**src/rtl/instruction_fetch_unit.sv**
```systemverilog
// Instruction fetch unit: issues word reads to instruction memory, buffers in-order responses
// with their PCs, and presents them to decode; redirects flush the buffer and squash stale reads.
module instruction_fetch_unit #(
    parameter logic [31:0] RESET_PC   = 32'h0000_0000,
    parameter int unsigned FIFO_DEPTH = 2
) (
    input  logic        clk,
    input  logic        resetn,
    output logic        imem_req_valid,
    input  logic        imem_req_ready,
    output logic [31:0] imem_req_addr,
    input  logic        imem_rsp_valid,
    input  logic [31:0] imem_rsp_data,
    output logic        instr_valid,
    input  logic        instr_ready,
    output logic [31:0] instruction,
    output logic [31:0] instr_pc,
    input  logic        redirect_valid,
    input  logic [31:0] redirect_pc,
    output logic        fetch_error
);

    localparam int unsigned PtrW = (FIFO_DEPTH > 1) ? $clog2(FIFO_DEPTH) : 1;
    localparam int unsigned CntW = $clog2(FIFO_DEPTH + 1);
    localparam logic [CntW-1:0] CntOne   = CntW'(1);
    localparam logic [PtrW-1:0] PtrOne   = PtrW'(1);
    localparam logic [CntW:0]   DepthCnt = (CntW + 1)'(FIFO_DEPTH);

    logic [31:0]     fetch_pc_q, fetch_pc_d;
    logic            fetch_error_q, fetch_error_d;
    logic [CntW-1:0] inflight_q, inflight_d;
    logic [CntW-1:0] discard_q, discard_d;
    logic [CntW-1:0] fifo_count_q, fifo_count_d;
    logic [PtrW-1:0] fifo_rd_q, fifo_rd_d;
    logic [PtrW-1:0] fifo_wr_q, fifo_wr_d;
    logic [PtrW-1:0] tag_rd_q, tag_rd_d;
    logic [PtrW-1:0] tag_wr_q, tag_wr_d;

    logic [31:0] fifo_data_q [FIFO_DEPTH];
    logic [31:0] fifo_pc_q   [FIFO_DEPTH];
    logic [31:0] tag_pc_q    [FIFO_DEPTH];

    logic [CntW:0] occupancy;
    logic          req_fire;
    logic          rsp_keep;
    logic          instr_pop;

    // Requests in flight plus buffered entries never exceed the buffer size, so every
    // response that is kept always finds a free slot.
    assign occupancy      = {1'b0, inflight_q} + {1'b0, fifo_count_q};
    assign imem_req_valid = resetn && !redirect_valid && !fetch_error_q && (occupancy < DepthCnt);
    assign imem_req_addr  = fetch_pc_q;
    assign req_fire       = imem_req_valid && imem_req_ready;

    assign instr_valid = resetn && !fetch_error_q && (fifo_count_q != '0);
    assign instruction = fifo_data_q[fifo_rd_q];
    assign instr_pc    = fifo_pc_q[fifo_rd_q];
    assign fetch_error = fetch_error_q;

    assign rsp_keep  = imem_rsp_valid && (discard_q == '0) && !redirect_valid;
    assign instr_pop = instr_valid && instr_ready && !redirect_valid;

    always_comb begin
        fetch_pc_d    = fetch_pc_q;
        fetch_error_d = fetch_error_q;
        inflight_d    = inflight_q;
        discard_d     = discard_q;
        fifo_count_d  = fifo_count_q;
        fifo_rd_d     = fifo_rd_q;
        fifo_wr_d     = fifo_wr_q;
        tag_rd_d      = tag_rd_q;
        tag_wr_d      = tag_wr_q;

        if (req_fire && !imem_rsp_valid) begin
            inflight_d = inflight_q + CntOne;
        end else if (!req_fire && imem_rsp_valid) begin
            inflight_d = inflight_q - CntOne;
        end

        if (req_fire) begin
            tag_wr_d = tag_wr_q + PtrOne;
        end
        if (imem_rsp_valid) begin
            tag_rd_d = tag_rd_q + PtrOne;
        end

        if (redirect_valid) begin
            // Everything still outstanding after this edge belongs to the old stream.
            discard_d     = discard_q + inflight_q - (imem_rsp_valid ? CntOne : '0);
            fifo_count_d  = '0;
            fifo_rd_d     = '0;
            fifo_wr_d     = '0;
            fetch_pc_d    = redirect_pc;
            fetch_error_d = (redirect_pc[1:0] != 2'b00);
        end else begin
            if (imem_rsp_valid && (discard_q != '0)) begin
                discard_d = discard_q - CntOne;
            end
            if (req_fire) begin
                fetch_pc_d = fetch_pc_q + 32'd4;
            end
            if (rsp_keep) begin
                fifo_wr_d = fifo_wr_q + PtrOne;
            end
            if (instr_pop) begin
                fifo_rd_d = fifo_rd_q + PtrOne;
            end
            if (rsp_keep && !instr_pop) begin
                fifo_count_d = fifo_count_q + CntOne;
            end else if (!rsp_keep && instr_pop) begin
                fifo_count_d = fifo_count_q - CntOne;
            end
        end
    end

    always_ff @(posedge clk) begin
        if (!resetn) begin
            fetch_pc_q    <= RESET_PC;
            fetch_error_q <= 1'b0;
            inflight_q    <= '0;
            discard_q     <= '0;
            fifo_count_q  <= '0;
            fifo_rd_q     <= '0;
            fifo_wr_q     <= '0;
            tag_rd_q      <= '0;
            tag_wr_q      <= '0;
        end else begin
            fetch_pc_q    <= fetch_pc_d;
            fetch_error_q <= fetch_error_d;
            inflight_q    <= inflight_d;
            discard_q     <= discard_d;
            fifo_count_q  <= fifo_count_d;
            fifo_rd_q     <= fifo_rd_d;
            fifo_wr_q     <= fifo_wr_d;
            tag_rd_q      <= tag_rd_d;
            tag_wr_q      <= tag_wr_d;
        end
    end

    // Storage needs no reset: occupancy counters and pointers qualify every read.
    always_ff @(posedge clk) begin
        if (req_fire) begin
            tag_pc_q[tag_wr_q] <= fetch_pc_q;
        end
        if (rsp_keep) begin
            fifo_data_q[fifo_wr_q] <= imem_rsp_data;
            fifo_pc_q[fifo_wr_q]   <= tag_pc_q[tag_rd_q];
        end
    end

endmodule

```
**config.mk**
```make
export PLATFORM = sky130hd
export DESIGN_NAME = instruction_fetch_unit
export DESIGN_NICKNAME = d
export VERILOG_FILES = /design/src/rtl/instruction_fetch_unit.sv
export SDC_FILE = /design/constraint.sdc
export NUM_CORES = 1
export LEC_CHECK = 0
export ABC_CLOCK_PERIOD_IN_PS = 10300
export CAP_MARGIN = 30
export CORE_MARGIN = 3
export CORE_UTILIZATION = 30
export CTS_BUF_LIST = sky130_fd_sc_hd__clkbuf_8
export DETAILED_ROUTE_END_ITERATION = 7
export DONT_BUFFER_PORTS = 1
export PLACE_DENSITY = 0.42
export SYNTH_ARGS = -nofsm -noshare
export SYNTH_HDL_FRONTEND = slang
export SYNTH_SLANG_ARGS = --single-unit
```
**constraint.sdc**
```tcl
create_clock -name clk -period 10.3 [get_ports clk]
set_input_delay 1.545 -clock clk [delete_from_list [all_inputs] [get_ports clk]]
set_output_delay 1.545 -clock clk [all_outputs]
set_load 0.01 [all_outputs]
```
==> out/results.tsv, run 1 <==
stage	metric	value	unit
run_status	outcome	completed	
sta	hold_violations	0	
sta	drv_slew	0	
clock_tree	postCtsHoldBufs	0	
global_route	grt.total_usage	0.129	
route	via_count	5134	
route	drc_errors	0	
worst_setup_path	reg2reg_slack	6150	ps
yosys	synth-xor-area-share	0.0195	
clock_tree	cts.reportedPaths.clkPinSlew	60	ps
worst_setup_path	crit_type	reg -> reg	
clock_tree	cts_resized	0	
placed_design	gp_congestion	0.742	
hold_path	min-delay-start	fifo_rd_q$_SDFFE_PP0P_	
yosys	synthAdderAreaFrac	0.0101	
cells_and_area	syn_to_final_growth	14.8	%
yosys	synth_seq_cells	237	
cells_and_area	stdcell_count	1056	
worst_setup_path	rr_worst_depth	8	
cells_and_area	layout.nets	705	
yosys	netlist_area	9420	um2
yosys	ys_seq_area_frac	0.708	
placed_design	dpl.hpwl	14200	um
global_route	grt_pass1_wl	32900	um
yosys	muxShareOfSynthArea	0.121	
route	drt_iter0_drc	265	
cells_and_area	fillers	2971	
clock_tree	clockBufferDepth	3	
clock_tree	postCtsSetupBuffers	0	
worst_setup_path	r2r_start	inflight_q[0]$_SDFFE_PN0P_	
floorplanning	dieArea	33500	um2
clock_tree	cts_tree	done	
sta	worst_pin_slew	831	ps
yosys	yosys_most_used_dff	edfxtp_1	
yosys	ys_top_cells_by_area	edfxtp_1, mux2_2, dfxtp_1, nand2_1, xnor2_1	
yosys	synth_area_leader_cell	edfxtp_1	
sta	holdWs	513	ps
floorplanning	rows	64	
yosys	avgSynthCellArea	15.5	um2
sta	slew_headroom	0.445	
floorplanning	start_util	0.306	
hold_path	hold_depth	2	
route	wl	22200	um
yosys	synth_nets	684	
placed_design	dp.cells	975	
cells_and_area	diodes	0	
sta	period_needed	4150	ps
sta	rsz0062_at_grt	false	
pwr	leakage	3.55	nW
worst_setup_path	worstPathMaxFanout	27	
yosys	synth_cell_types	52	
cells_and_area	drive_above_1_share	0.271	
floorplanning	dieHeight	183	um
worst_setup_path	crit_arrival	4580	ps
sta	fmax	0.241	GHz
yosys	yosysMostFrequentCell	edfxtp_1	
yosys	synth-edff-count	192	
global_route	grt_max_degree	65	
flow_run	cap_violations	0	
clock_tree	cts_root_buf	clkbuf_8	
global_route	overflow	0	
global_route	grt_pass1_vias	5329	
floorplanning	core-area	30700	um2
route	routedWlPerCell	21.0	um
route	dr.pass1.iters	4	
floorplanning	fp.dieW	183	um
yosys	synth-compound-area-share	0.0550	
sta	clock_skew	12.6	ps
yosys	synthArstFlopShare	0	
route	antenna_violating_nets_post_route	0	
yosys	netlist_instances	607	
worst_setup_path	critPathRequiredTime	10730	ps
hold_path	hp-class	reg -> reg	
sta	setup_tns	0	ps
worst_setup_path	worstSetupStartpointType	register	
yosys	synth_top_area_frac	0.612	
sta	finalCritPeriodShare	0.403	
clock_tree	cts_max_level	2	
placed_design	port_buffers	0	
pwr	ir_worst_vdd	0.0840	mV
clock_tree	cts_sinks	237	
global_route	antenna_found_initial	1	
sta	setup-violations-final	0	
yosys	ys_warn_count	0	
pwr	p_per_area	198	nW/um2
yosys	synth_top_family_by_area	multiplexers	
yosys	yosys.area_share.simple	0.0674	
route	vias_per_cell	4.86	
worst_setup_path	critPathCaptureType	register	
yosys	synthTopCellsByCount	edfxtp_1, mux2_2, dfxtp_1	
floorplanning	num_io_pins	169	
clock_tree	cts_made_buffers	43	
clock_tree	clk_latency	530	ps
worst_setup_path	r2r-end	imem_req_addr[19]$_SDFFE_PN0P_	
[power by group]
part / switching (mW) / total [mW] / leakage, nW / internal (mW)
combinational: 0.0769 / 0.135 / 0.935 / 0.0581
clock: 0.379 / 0.879 / 0.487 / 0.499
sequential: 0.0388 / 1.12 / 2.13 / 1.09
total: 0.495 / 2.14 / 3.55 / 1.64
[flip-flops by register name (all words and copies together), names as in the netlist, named ones only]
signal         cells
tag_rd_q           1
fifo_data_q       64
fifo_rd_q          1
inflight_q         2
imem_req_addr     32
tag_wr_q           1
discard_q          2
fetch_error        1
tag_pc_q          64
fifo_pc_q         64
fifo_wr_q          1
fifo_count_q       2
[worst max-delay path by stage]
| stage | cells past startpoint | end | startpoint | slack [ps] |
|---|---|---|---|---|
| after floorplan | 5 | fifo_data_q[0][0]$_DFFE_PP_ | redirect_valid | 4880 |
| after global placement | 6 | imem_req_addr[25]$_SDFFE_PN0P_ | redirect_valid | 5720 |
| after detailed placement | 6 | imem_req_addr[25]$_SDFFE_PN0P_ | redirect_valid | 5620 |
| after CTS | 8 | imem_req_addr[25]$_SDFFE_PN0P_ | inflight_q[0]$_SDFFE_PN0P_ | 6120 |
| after global routing | 8 | imem_req_addr[25]$_SDFFE_PN0P_ | inflight_q[0]$_SDFFE_PN0P_ | 5740 |
| final | 8 | imem_req_addr[19]$_SDFFE_PN0P_ | inflight_q[0]$_SDFFE_PN0P_ | 6150 |
[area by class of cell]
class | count | area (um2) | share of cell area
Timing Repair Buffer | 7 | 138 | 0.0127
Inverter | 12 | 45.0 | 0.00417
Clock inverter | 26 | 161 | 0.0149
Multi-Input combinational cell | 327 | 2590 | 0.240
Sequential cell | 237 | 6670 | 0.617
Tap cell | 396 | 495 | 0.0458
Clock buffer | 51 | 702 | 0.0650
[worst max-delay path: stages (launching register included)]
cell and delay, ps:
dfxtp_1 420, and2_1 170, fa_1 410, nor2_1 180, nand4_2 670, inv_1 930, nand3_1 570, o311a_2 510
o21a_1 180
[cells by family after synthesis]
logic type,count (synthesis)
muxes,102
and+or+nand+nor,123
buffers and inverters,43
xor gates and xnor gates,21
adders and majority gates,7
DFF,237
AOI/OAI and AO/OA,74
[routing by layer]
metal / wire, um / track usage / share of wire / vias to the layer above
li1: - / - / - / 2383
met1: 8590 / 0.146 / 0.39 / 2536
met2: 10700 / 0.216 / 0.48 / 175
met3: 2400 / 0.0647 / 0.11 / 38
met4: 480 / 0.0393 / 0.022 / 2
met5: 20 / 0 / 0.00090 / -
[layout by cell type, fill, tap and decap left out, types with 3 or more instances in the layout]
cell type  instances
edfxtp_1         192
a2bb2oi_1          5
ha_1               6
a21oi_1           16
nand3_1           20
o41ai_1            4
o211ai_1           4
a31oi_1            5
mux2_2            98
and4_1             4
clkbuf_8          51
o22ai_1            6
o21ai_0            9
or4_1              3
mux2i_1            4
xor2_1             8
dfxtp_1           43
xnor2_1           13
o311a_1            3
and3_1             7
buf_16             3
clkinv_2           9
nor2_1            22
inv_1             21
o21a_1             7
a221oi_1           3
clkinv_1           6
nand2_1           33
nor4_1            10
nor3_1             6
[per-stage QoR]
stage | area, um2 | setup slack (ps) | util | power, mW
after floorplan | 9420 | 4880 | - | 1.24
after global placement | 9820 | 5720 | 0.319 | 1.27
after detailed placement | 9850 | 5620 | 0.320 | 1.28
after CTS | 10700 | 6120 | 0.348 | 2.17
after global routing | 10800 | 5740 | 0.351 | 2.24
final | 10800 | 6150 | 0.351 | 2.14
Power figures use the tool's default switching activity.
==> run 2, diff against run 1 <==
- ABC_CLOCK_PERIOD_IN_PS: 10300 -> 3700
- PLACE_DENSITY: 0.42 -> 0.43
- clock period: 10.3 -> 3.7 ns (I/O delays scaled with it)
==> out/results.tsv, run 2 (synthesized netlist as in run 1, its figures left out) <==
stage	metric	value	unit	change
run_status	outcome	completed		
worst_setup_path	worstSetupStartpointType	register		
floorplanning	dieHeight	183	um	unchanged
cells_and_area	layout.nets	704		-0.14%
placed_design	dpl_cell_area	9860	um2	+0.10%
cells_and_area	layout_commonest_cell	edfxtp_1		
route	routedWlPerCell	20.9	um	-0.84%
worst_setup_path	worstPathMaxFanout	13		-52%
hold_path	hold_depth	0		-2
placed_design	port_buffers	0		unchanged
floorplanning	start_util	0.306		unchanged
cells_and_area	syn_to_final_growth	13.4	%	
placed_design	dpl.hpwl	14200	um	about the same
worst_setup_path	crit_arrival	3360	ps	-1220 ps
pwr	ir_worst_vdd	0.243	mV	+190%
worst_setup_path	critPathCaptureType	register		
cells_and_area	top_regs	fifo_data_q x64, fifo_pc_q x64, tag_pc_q x64		
global_route	antenna_found_initial	4		+3
pwr	total_power	5.77	mW	+170%
placed_design	gp_congestion	0.791		+6.6%
sta	slew_headroom	0.388		-0.0574
floorplanning	rows	64		unchanged
flow_run	cap_violations	0		unchanged
route	drt_iter0_drc	231		-13%
cells_and_area	stdcell_count	1057		+0.095%
route	dr.pass1.iters	7		+3
sta	setup_tns	0	ps	unchanged
route	wl	22000	um	-0.75%
clock_tree	cts.reportedPaths.clkPinSlew	60	ps	about the same
floorplanning	fp.dieW	183	um	unchanged
global_route	grt.total_usage	0.129		-0.000326
pwr	p_per_area	541	nW/um2	+170%
clock_tree	postCtsHoldBufs	0		unchanged
global_route	grt_pass1_wl	33000	um	+0.30%
sta	setup-violations-final	0		unchanged
clock_tree	clockBufferDepth	3		unchanged
cells_and_area	stdcell_area	10700	um2	-1.2%
sta	finalCritPeriodShare	0.783		+0.381
sta	clock_skew	21.9	ps	+9.35 ps
clock_tree	cts_resized	0		unchanged
placed_design	dp.cells	979		+0.41%
cells_and_area	postLayoutCoreUtil	0.347		-0.00423
sta	rsz0062_at_grt	false		
cells_and_area	final_cell_mix	edfxtp_1, mux2_2, dfxtp_1		
global_route	overflow	0		unchanged
clock_tree	postCtsSetupBuffers	0		unchanged
clock_tree	cts_made_buffers	41		-4.7%
floorplanning	core-area	30700	um2	unchanged
hold_path	hp-class	in -> reg		
floorplanning	dieArea	33500	um2	unchanged
route	via_count	5109		-0.49%
cells_and_area	fillers	2949		-0.74%
worst_setup_path	critPathRequiredTime	4160	ps	-6570 ps
floorplanning	num_io_pins	169		unchanged
sta	fmax	0.345	GHz	+43%
worst_setup_path	rr_worst_depth	8		unchanged
clock_tree	cts_max_level	2		unchanged
clock_tree	clk_latency	540	ps	about the same
clock_tree	cts_tree	done		
cells_and_area	drive_above_1_share	0.260		-0.0113
global_route	grt_max_degree	65		unchanged
sta	worst_pin_slew	918	ps	+87.0 ps
global_route	grt_pass1_vias	5280		-0.92%
pwr	leakage	3.49	nW	-1.8%
sta	drv_slew	0		unchanged
worst_setup_path	crit_type	reg -> reg		
clock_tree	cts_sinks	237		unchanged
sta	period_needed	2900	ps	-1250 ps
clock_tree	cts_root_buf	clkbuf_8		
route	drc_errors	0		unchanged
route	vias_per_cell	4.83		-0.58%
route	antenna_violating_nets_post_route	0		unchanged
sta	hold_violations	0		unchanged
## run 2: cell count changes in the layout (fill, tap and decap cells not counted), moves of 2 or more
cell / before / now
buf_4: 2 / 7
clkbuf_8: 51 / 41
inv_1: 21 / 23
clkinv_1: 6 / 10
clkinv_2: 9 / 7
clkinvlp_4: 0 / 2
buf_12: 2 / 0
buf_16: 3 / 1
diode_2: 0 / 3
## run 2: power by group
part	switching, mW	internal (mW)
Clock	1.03	1.25
Combinational	0.211	0.154
Sequential	0.111	3.02
## run 2: worst paths after layout
| check | from | to | slack [ps] |
|---|---|---|---|
| worst max-delay path | inflight_q[0]$_SDFFE_PN0P_ | imem_req_addr[25]$_SDFFE_PN0P_ | 800 |
| worst min-delay path | imem_rsp_data[1] | fifo_data_q[0][1]$_DFFE_PP_ | 110 |
| worst max register to register | inflight_q[0]$_SDFFE_PN0P_ | imem_req_addr[25]$_SDFFE_PN0P_ | 800 |
| worst min register to register | tag_rd_q$_SDFFE_PN0P_ | tag_rd_q$_SDFFE_PN0P_ | 520 |
## run 2: layout make-up
class / count / area (um2) / share of cell area
well taps: 396 / 495 / 0.0464
inverters: 12 / 45.0 / 0.00422
multi-input cells: 327 / 2590 / 0.243
flip-flops and latches: 237 / 6670 / 0.625
diodes: 3 / 7.51 / 0.000703
repair buffers: 8 / 80.1 / 0.00750
clock inverters: 33 / 219 / 0.0205
clock buffers: 41 / 564 / 0.0529
## run 2: routing by layer
| layer | wire, um | up-vias | track usage |
|---|---|---|---|
| li1 | - | 2385 | - |
| met1 | 8390 | 2477 | 0.142 |
| met2 | 10500 | 205 | 0.211 |
| met3 | 2720 | 40 | 0.0690 |
| met4 | 457 | 2 | 0.0494 |
| met5 | 13 | - | 0 |
## run 2: worst max-delay path, cell delays in order (launching register included)
cell and delay, ps:
dfxtp_1 400, and2_1 170, fa_1 410, nor2_1 170, nand4_2 120, inv_1 340
nand3_1 490, or4_1 560, a31oi_1 170
## run 2: per-stage QoR
step,hold slack [ps],setup WS (ps)
2_1_floorplan,472,203
3_3_place_gp,501,871
3_5_place_dp,503,790
4_1_cts,64.3,771
5_1_grt,51.7,526
6_report,112,802
==> run 3, diff against run 2 <==
- ABC_CLOCK_PERIOD_IN_PS: 3700 -> 2660
- clock period: 3.7 -> 2.66 ns (I/O delays scaled with it)
==> out/results.tsv, run 3 (synthesized netlist as in run 1, its figures left out) <==
stage	metric	value	unit	change
flow_run	cap_violations	0		unchanged
global_route	grt_busiest_layer	met2		
worst_setup_path	worstPathMaxFanout	13		unchanged
route	antenna_violating_nets_post_route	0		unchanged
sta	clock_skew	12.7	ps	-9.26 ps
cells_and_area	drive_above_1_share	0.266		+0.00566
pwr	leakage	3.69	nW	+5.8%
worst_setup_path	crit_type	reg -> reg		
clock_tree	clk_latency	520	ps	-20 ps
pwr	p_per_area	696	nW/um2	+29%
placed_design	gp_congestion	0.759		-4.1%
cells_and_area	syn_to_final_growth	17.9	%	
cells_and_area	multi_input_area	2600	um2	+0.34%
cells_and_area	diodes	0		-3
sta	holdWs	46.4	ps	-66.0 ps
sta	hold_violations	0		unchanged
route	drc_errors	0		unchanged
cells_and_area	layout_commonest_cell	edfxtp_1		
sta	drv_slew	0		unchanged
global_route	use_met3	0.0524		-0.0167
clock_tree	cts_root_buf	clkbuf_8		
sta	fmax	0.404	GHz	+17%
floorplanning	dieHeight	183	um	unchanged
hold_path	hp-class	in -> reg		
route	via_count	5360		+4.9%
cells_and_area	final_cell_mix	edfxtp_1, mux2_2, clkbuf_8, dfxtp_1, dlygate4sd3_1		
sta	setup-violations-final	0		unchanged
clock_tree	cts_tree	done		
floorplanning	dieArea	33500	um2	unchanged
sta	period_needed	2470	ps	-426 ps
global_route	grt.total_usage	0.133		+0.00385
run_status	outcome	completed		
route	drt_iter0_drc	267		+16%
route	dr.pass1.iters	4		-3
worst_setup_path	critPathRequiredTime	3060	ps	-1100 ps
floorplanning	num_io_pins	169		unchanged
pwr	total_power	7.72	mW	+34%
clock_tree	cts_made_buffers	40		-2.4%
clock_tree	clockBufferDepth	3		unchanged
clock_tree	cts_max_level	2		unchanged
clock_tree	cts.reportedPaths.clkPinSlew	60	ps	about the same
global_route	overflow	0		unchanged
sta	worst_pin_slew	557	ps	-361 ps
cells_and_area	fillers	2930		-0.64%
floorplanning	start_util	0.306		unchanged
floorplanning	core-area	30700	um2	unchanged
global_route	use_met2	0.223		+0.0122
sta	rsz0062_at_grt	false		
floorplanning	fp.dieW	183	um	unchanged
cells_and_area	top_regs	fifo_data_q x64, fifo_pc_q x64, tag_pc_q x64		
cells_and_area	layout.nets	759		+7.8%
route	wl	22500	um	+2.2%
worst_setup_path	critPathCaptureType	register		
route	routedWlPerCell	20.4	um	-2.2%
clock_tree	cts_sinks	237		unchanged
sta	finalCritPeriodShare	0.929		+0.146
worst_setup_path	worstSetupStartpointType	register		
global_route	grt_pass1_wl	34200	um	+3.7%
global_route	grt.met1_usage	0.158		+0.0157
cells_and_area	postLayoutCoreUtil	0.361		+0.0138
clock_tree	postCtsSetupBuffers	0		unchanged
placed_design	dpl.hpwl	15100	um	+6.6%
worst_setup_path	crit_arrival	2870	ps	-490 ps
pwr	ir_worst_vdd	0.225	mV	-7.5%
global_route	grt_max_degree	35		-46%
global_route	antenna_found_initial	1		-3
global_route	grt_pass1_vias	5582		+5.7%
floorplanning	rows	64		unchanged
placed_design	port_buffers	0		unchanged
sta	slew_headroom	0.626		+0.238
route	vias_per_cell	4.86		+0.45%
sta	setup_tns	0	ps	unchanged
cells_and_area	regArea	6670	um2	about the same
[run 3: routing by layer]
metal,share of wire,up-vias
met5,0.00089,-
met4,0.021,2
met3,0.083,39
met2,0.48,168
met1,0.41,2668
li1,-,2483
[run 3: where the power goes]
| part | internal (mW) | switching (mW) | leakage [nW] |
|---|---|---|---|
| logic | 0.267 | 0.351 | 1.17 |
| registers | 4.20 | 0.117 | 2.13 |
| clock network | 1.44 | 1.34 | 0.393 |
[run 3: critical path: stages (launching register included)]
cell	delay [ps]
dfxtp_1	400
and2_1	160
fa_1	430
nor2_2	170
nand4_2	150
clkinvlp_4	190
nand3_1	100
buf_4	220
o311a_2	340
o21a_1	200
[run 3: cell type report]
type,count,share of cell area
flip-flops and latches,237,0.601
well taps,396,0.0446
multi-input cells,327,0.234
clock buffers,42,0.0521
repair buffers,64,0.0543
inverters,12,0.00440
clock inverters,26,0.00902
[run 3: path summary, 6_finish.rpt]
check	from	end	slack, ps	depth (start not counted)
setup / recovery	inflight_q[0]$_SDFFE_PN0P_	imem_req_addr[19]$_SDFFE_PN0P_	190	9
hold / removal	redirect_pc[0]	imem_req_addr[0]$_SDFFE_PN0P_	50	2
setup reg to reg	inflight_q[0]$_SDFFE_PN0P_	imem_req_addr[19]$_SDFFE_PN0P_	190	9
hold reg to reg	tag_rd_q$_SDFFE_PN0P_	register	510	2
[run 3: what timing repair did]
item                                    CTS  global route
endpoints found under the hold margin    77             0
endpoints found under the setup margin    0             5
hold buffers                             34             0
gates resized for setup                   0             4
[run 3: metrics by stage]
| stage | area, um2 | cells | setup WS [ps] |
|---|---|---|---|
| 2_1_floorplan | 9430 | 607 | 30.3 |
| 3_3_place_gp | 10100 | 1002 | 227 |
| 3_5_place_dp | 10100 | 1002 | 131 |
| 4_1_cts | 11100 | 1104 | 120 |
| 5_1_grt | 11100 | 1104 | 10.8 |
| 6_report | 11100 | 1104 | 188 |
